===== src/rtl/issue_queue_pkg.sv =====
// issue_queue_pkg: shared instruction-set types for the issue queue and its helpers
//    PC_set    : decoded instruction record passed decoder -> queue -> Issue_EXE
//    INST_ALU  : inst_type encoding of a plain ALU operation
//    DEPTH_DEF : default queue depth
//    strip     : drops the o_valid flag before an entry is stored
package issue_queue_pkg;
   localparam int DEPTH_DEF = 8;
   localparam logic [9:0] INST_ALU = 10'h001;
   typedef struct packed {
      logic        o_valid;
      logic [31:0] PC;
      logic [9:0]  inst_type;
      logic        rf_we;
      logic [4:0]  rf_rd;
      logic [4:0]  rf_raddr1;
      logic [4:0]  rf_raddr2;
   } PC_set;
   function automatic PC_set strip(PC_set s);
      strip = s;
      strip.o_valid = 1'b0;
   endfunction
endpackage


===== src/rtl/issue_pair_check.sv =====
// issue_pair_check: decides whether two adjacent entries may issue together
//    older   in  PC_set  entry at head
//    younger in  PC_set  entry at head+1
//    pair_ok out 1       no RAW from older to younger and at least one is ALU
module issue_pair_check
   import issue_queue_pkg::*;
(
   input  PC_set older,
   input  PC_set younger,
   output logic  pair_ok
);
   logic raw;
   assign raw = older.rf_we && older.rf_rd != 5'd0 &&
                (older.rf_rd == younger.rf_raddr1 || older.rf_rd == younger.rf_raddr2);
   // one ALU op in the pair lets Issue_EXE swap lanes freely
   assign pair_ok = !raw && (older.inst_type == INST_ALU || younger.inst_type == INST_ALU);
endmodule


===== src/rtl/issue_queue.sv =====
// issue_queue: dual-push, dual-pop circular instruction queue feeding Issue_EXE
//    clk, rstn     clock, asynchronous active-low reset
//    d_set1/2      in   decoded instructions (older/younger), o_valid = present
//    flush_BR      in   mispredict flush, drops everything, wins over all else
//    stall_DCache  in   back-end stall, holds issue
//    o_ready       out  at least two free slots
//    o_set1/2      out  issue candidates (older/younger)
//    o_count       out  occupied entries
module issue_queue
   import issue_queue_pkg::*;
#(
   parameter int DEPTH = DEPTH_DEF,
   parameter int PTR_W = $clog2(DEPTH)
) (
   input  logic             clk,
   input  logic             rstn,
   input  PC_set            d_set1,
   input  PC_set            d_set2,
   input  logic             flush_BR,
   input  logic             stall_DCache,
   output logic             o_ready,
   output PC_set            o_set1,
   output PC_set            o_set2,
   output logic [PTR_W:0]   o_count
);
   PC_set            mem [DEPTH];
   logic [PTR_W-1:0] head, tail;
   logic [PTR_W:0]   count;
   logic             pair_ok, live, accept;
   logic [1:0]       push_n, pop_n;
   PC_set            e0, e1;

   assign e0 = mem[head];
   assign e1 = mem[head + PTR_W'(1)];

   issue_pair_check u_pair (
      .older   (e0),
      .younger (e1),
      .pair_ok (pair_ok)
   );

   assign o_count = count;
   assign o_ready = count <= (PTR_W+1)'(DEPTH - 2);
   assign live    = !stall_DCache && !flush_BR;
   assign accept  = o_ready && !flush_BR;
   assign push_n  = accept ? {1'b0, d_set1.o_valid} + {1'b0, d_set2.o_valid} : 2'd0;
   assign pop_n   = {1'b0, o_set1.o_valid} + {1'b0, o_set2.o_valid};

   always_comb begin
      o_set1 = e0;
      o_set1.o_valid = count != '0 && live;
      o_set2 = e1;
      o_set2.o_valid = count > (PTR_W+1)'(1) && pair_ok && live;
   end

   always_ff @(posedge clk or negedge rstn) begin
      if (!rstn) begin
         head  <= '0;
         tail  <= '0;
         count <= '0;
         for (int i = 0; i < DEPTH; i++) mem[i] <= '0;
      end else if (flush_BR) begin
         head  <= '0;
         tail  <= '0;
         count <= '0;
      end else begin
         head  <= head + PTR_W'(pop_n);
         tail  <= tail + PTR_W'(push_n);
         count <= count + (PTR_W+1)'(push_n) - (PTR_W+1)'(pop_n);
         if (accept && d_set1.o_valid) mem[tail] <= strip(d_set1);
         // a lone d_set2 lands at tail so storage stays compact
         if (accept && d_set2.o_valid) mem[tail + PTR_W'(d_set1.o_valid)] <= strip(d_set2);
      end
   end

   a_count_max: assert property (@(posedge clk) disable iff (!rstn) count <= (PTR_W+1)'(DEPTH));
endmodule


===== config.mk =====
export PLATFORM = sky130hd
export DESIGN_NAME = issue_queue
export DESIGN_NICKNAME = d
export VERILOG_FILES = /design/src/rtl/issue_queue_pkg.sv /design/src/rtl/issue_pair_check.sv /design/src/rtl/issue_queue.sv
export SDC_FILE = /design/constraint.sdc
export NUM_CORES = 1
export LEC_CHECK = 0
export CORE_MARGIN = 3
export CORE_UTILIZATION = 58
export CTS_CLUSTER_SIZE = 28
export DETAILED_ROUTE_END_ITERATION = 6
export PLACE_DENSITY = 0.77
export SLEW_MARGIN = 20
export SYNTH_ARGS = -nofsm -noshare
export SYNTH_HDL_FRONTEND = slang
export SYNTH_SLANG_ARGS = --single-unit
export TNS_END_PERCENT = 50

===== constraint.sdc =====
create_clock -name clk -period 5.1 [get_ports clk]
set_input_delay 1.02 -clock clk [delete_from_list [all_inputs] [get_ports clk]]
set_output_delay 1.02 -clock clk [all_outputs]
set_load 0.05 [all_outputs]

==> metrics <==
CTS Buf Count=52; register area=11,900 um^2; Hold WC Path Type=input pin to asynchronous set/reset pin; drt pass-1 iters=6; share of cells above drive strength 1=16.9%; relative slew slack=20.7%; Startpoint Class=register; Critical Path AT=3920 ps; Total GRT Usage=roughly two fifths; commonest non-fill, non-tap cell in the layout=nor2_1; synthesized instance count=2,783; sequential share of the synthesized area=43.6%; Die Footprint=between 40,000 and 50,000 um^2; initial antenna violation count=14; GPL Wtd Cong=about 0.92; FILL cells=3,257; DRT iter0 DRCs=3,965; Cell Area, Synth=27,200 um^2; skew final=16.0 ps; Via Count=24,900; cell family with most CP delay=multiplexers; maximum VDD drop=around 540 uV; most frequent cells in the layout=nor2_1, dfrtp_1, o22ai_1, clkdlybuf4s50_1, mux4_2; Rows=78; port bufs=roughly 240; grt ovf=0; Slew @ Worst Pin=1190 ps; static leakage=13.3 nW; clk slew on worst S/H paths=60 ps; Power Dens Cells=639 nW/um^2; postcts setup bufs=0; total chip power=~20 mW; final worst path period share=a little over nine tenths; worst skew pair latency=600 ps; fin util=69.3%; multi-input logic area=14,100 um^2; syn_area_per_cell=9.78 um^2; wire per inst=28.3 um; Crit path buffers/inverters=2; initial core utilization=59.3%; Die Width=about 220 um; max cap viols=0; Final Hold Vio Count=0; clk buf depth=3; DPL Wire Length=54,500 um; hold slack final=509 ps; Post-synth EDFFs=0; Crit. End Element=output port; Vias/cell=between 7 and 8; Synth Warn #=0; area of the core=45,900 um^2; largest net degree at the start of global routing=approximately 110; syn_nets=slightly below 3,000; Max FO, Critical Path=28; Inst Count DP=3,352; # IOs=245; # DRC=0; Die H=around 220 um; Worst Setup Path Type=register to output port; Peak Freq=202 MHz; area growth from synthesis to layout=16.9%; crit-path cells=buf_4, mux4_1, mux2_2, nor4_1, nand2_1, nand4bb_1, a21oi_1, o31a_2, buf_12; Slew Limit Fails=0; first-pass GRT wire length=about 150,000 um; Final Critical Period=4940 ps; FFs w/ async S/R, synth=100%; TritonCTS clock tree=yes; Finished Layout Cells=roughly 3,500; final setup fails=0; CP required=approximately 4100 ps; FF+latch count, synth=474; Root Driver=clkbuf_16; ys flop type=dfrtp_1; CTS Sinks=474; CTS H-tree depth=2; vias in the first global route=25,600; outcome=finished clean; slowest library cell on the worst path=mux4_1; nets=2,945; largest stage delay on the critical path=approximately 620 ps; final wirelength=about 98,000 um; setup TNS=0 ps; Cell variety after synth=45; antenna viol nets, final=0; unrepaired setup endpoints after global routing=no
## layout make-up
| class | instances | area share, % |
|---|---|---|
| inverter | 21 | 0.248 |
| antenna | 7 | 0.0551 |
| clock buffer | 77 | 4.93 |
| clock inverter | 18 | 0.815 |
| tap | 600 | 2.36 |
| multi-input combinational | 1954 | 44.2 |
| timing repair buffer | 303 | 10.0 |
| sequential | 474 | 37.3 |
## cells by family (layout without fill, tap and decap cells)
logic type | count (synthesis) | count (layout) | share of synthesized area [%]
compound gates | 482 | 482 | 11.1
fa+ha+maj | 17 | 17 | 0.892
buf+inv | 355 | 419 | 5.56
flops | 474 | 474 | 43.6
mux | 309 | 309 | 22.4
other cells | 0 | 7 | 0
xor+xnor | 16 | 16 | 0.543
simple gates | 1130 | 1130 | 15.9
## repair_timing
item	CTS	global route
gates resized for setup	0	1
hold buffers	0	0
endpoints found under the setup margin	0	2
## cell usage after synthesis (6+ instances only)
cell,n,area share (%)
nor2_1,944,13
dfrtp_1,474,44
o22ai_1,464,11
mux4_2,215,18
clkbuf_1,171,2.4
nand2_1,159,2.2
buf_1,80,1.1
buf_2,66,1.2
mux2_2,61,2.5
inv_1,20,0.28
mux2i_1,19,0.70
ha_1,13,0.60
mux4_1,13,1.3
buf_4,10,0.28
xnor2_1,9,0.29
buf_6,6,0.25
o21ai_1,6,0.11
xor2_1,6,0.19
## sequential cells by signal, indices dropped and copies added, names as in the netlist
register and flops:
tail 3, o_count 4, head 3, mem 464
## worst paths after layout
check	startpoint	to	slack (ps)	depth (start not counted)
hold reg to reg	mem[106]	mem[106]	540	2
max in group asynchronous	rstn	mem[88]	3410	2
setup reg to reg	head[1]	o_count[3]	290	16
setup / recovery	head[1]	o_set2[58]	160	9
min in group clk	mem[106]	mem[106]	540	2
hold / removal	rstn	mem[182]	510	1
## where the power goes
group          total, mW  internal [mW]  leakage (nW)  switching (mW)
sequential          6.38           5.16          5.85            1.22
combinational       9.92           4.14          6.62            5.78
clock               4.03           2.42         0.881            1.61
## metrics by stage
stage | instance area (um^2) | setup WS [ps]
after global routing | 31800 | 79.8
final | 31800 | 159
after CTS | 31800 | 124
after detailed placement | 30000 | 244
after floorplan | 27200 | 222
after global placement | 30000 | 357
## worst register-to-register path, cell delays in order (launching register included)
cell       delay (ps)
dfrtp_4           420
buf_4             440
mux4_1            620
mux2_2            290
nor4_1            390
nand2_1           120
nand4bb_1         190
a21oi_1           310
o31a_2            360
ha_1              260
fa_1              430
inv_1             100
ha_1              230
a21o_1            160
a21oi_1           170
xnor2_1           130
nor2_1             50
## layer usage
layer | up-vias | wire length (um) | global-route usage, %
met1 | 12100 | 33000 | 50.4
met2 | 2319 | 43900 | 57.9
met3 | 562 | 14600 | 11.8
li1 | 9977 | - | -
met5 | - | 90 | 0
met4 | 12 | 6260 | 24.5
(Power assumes the default switching activity.)
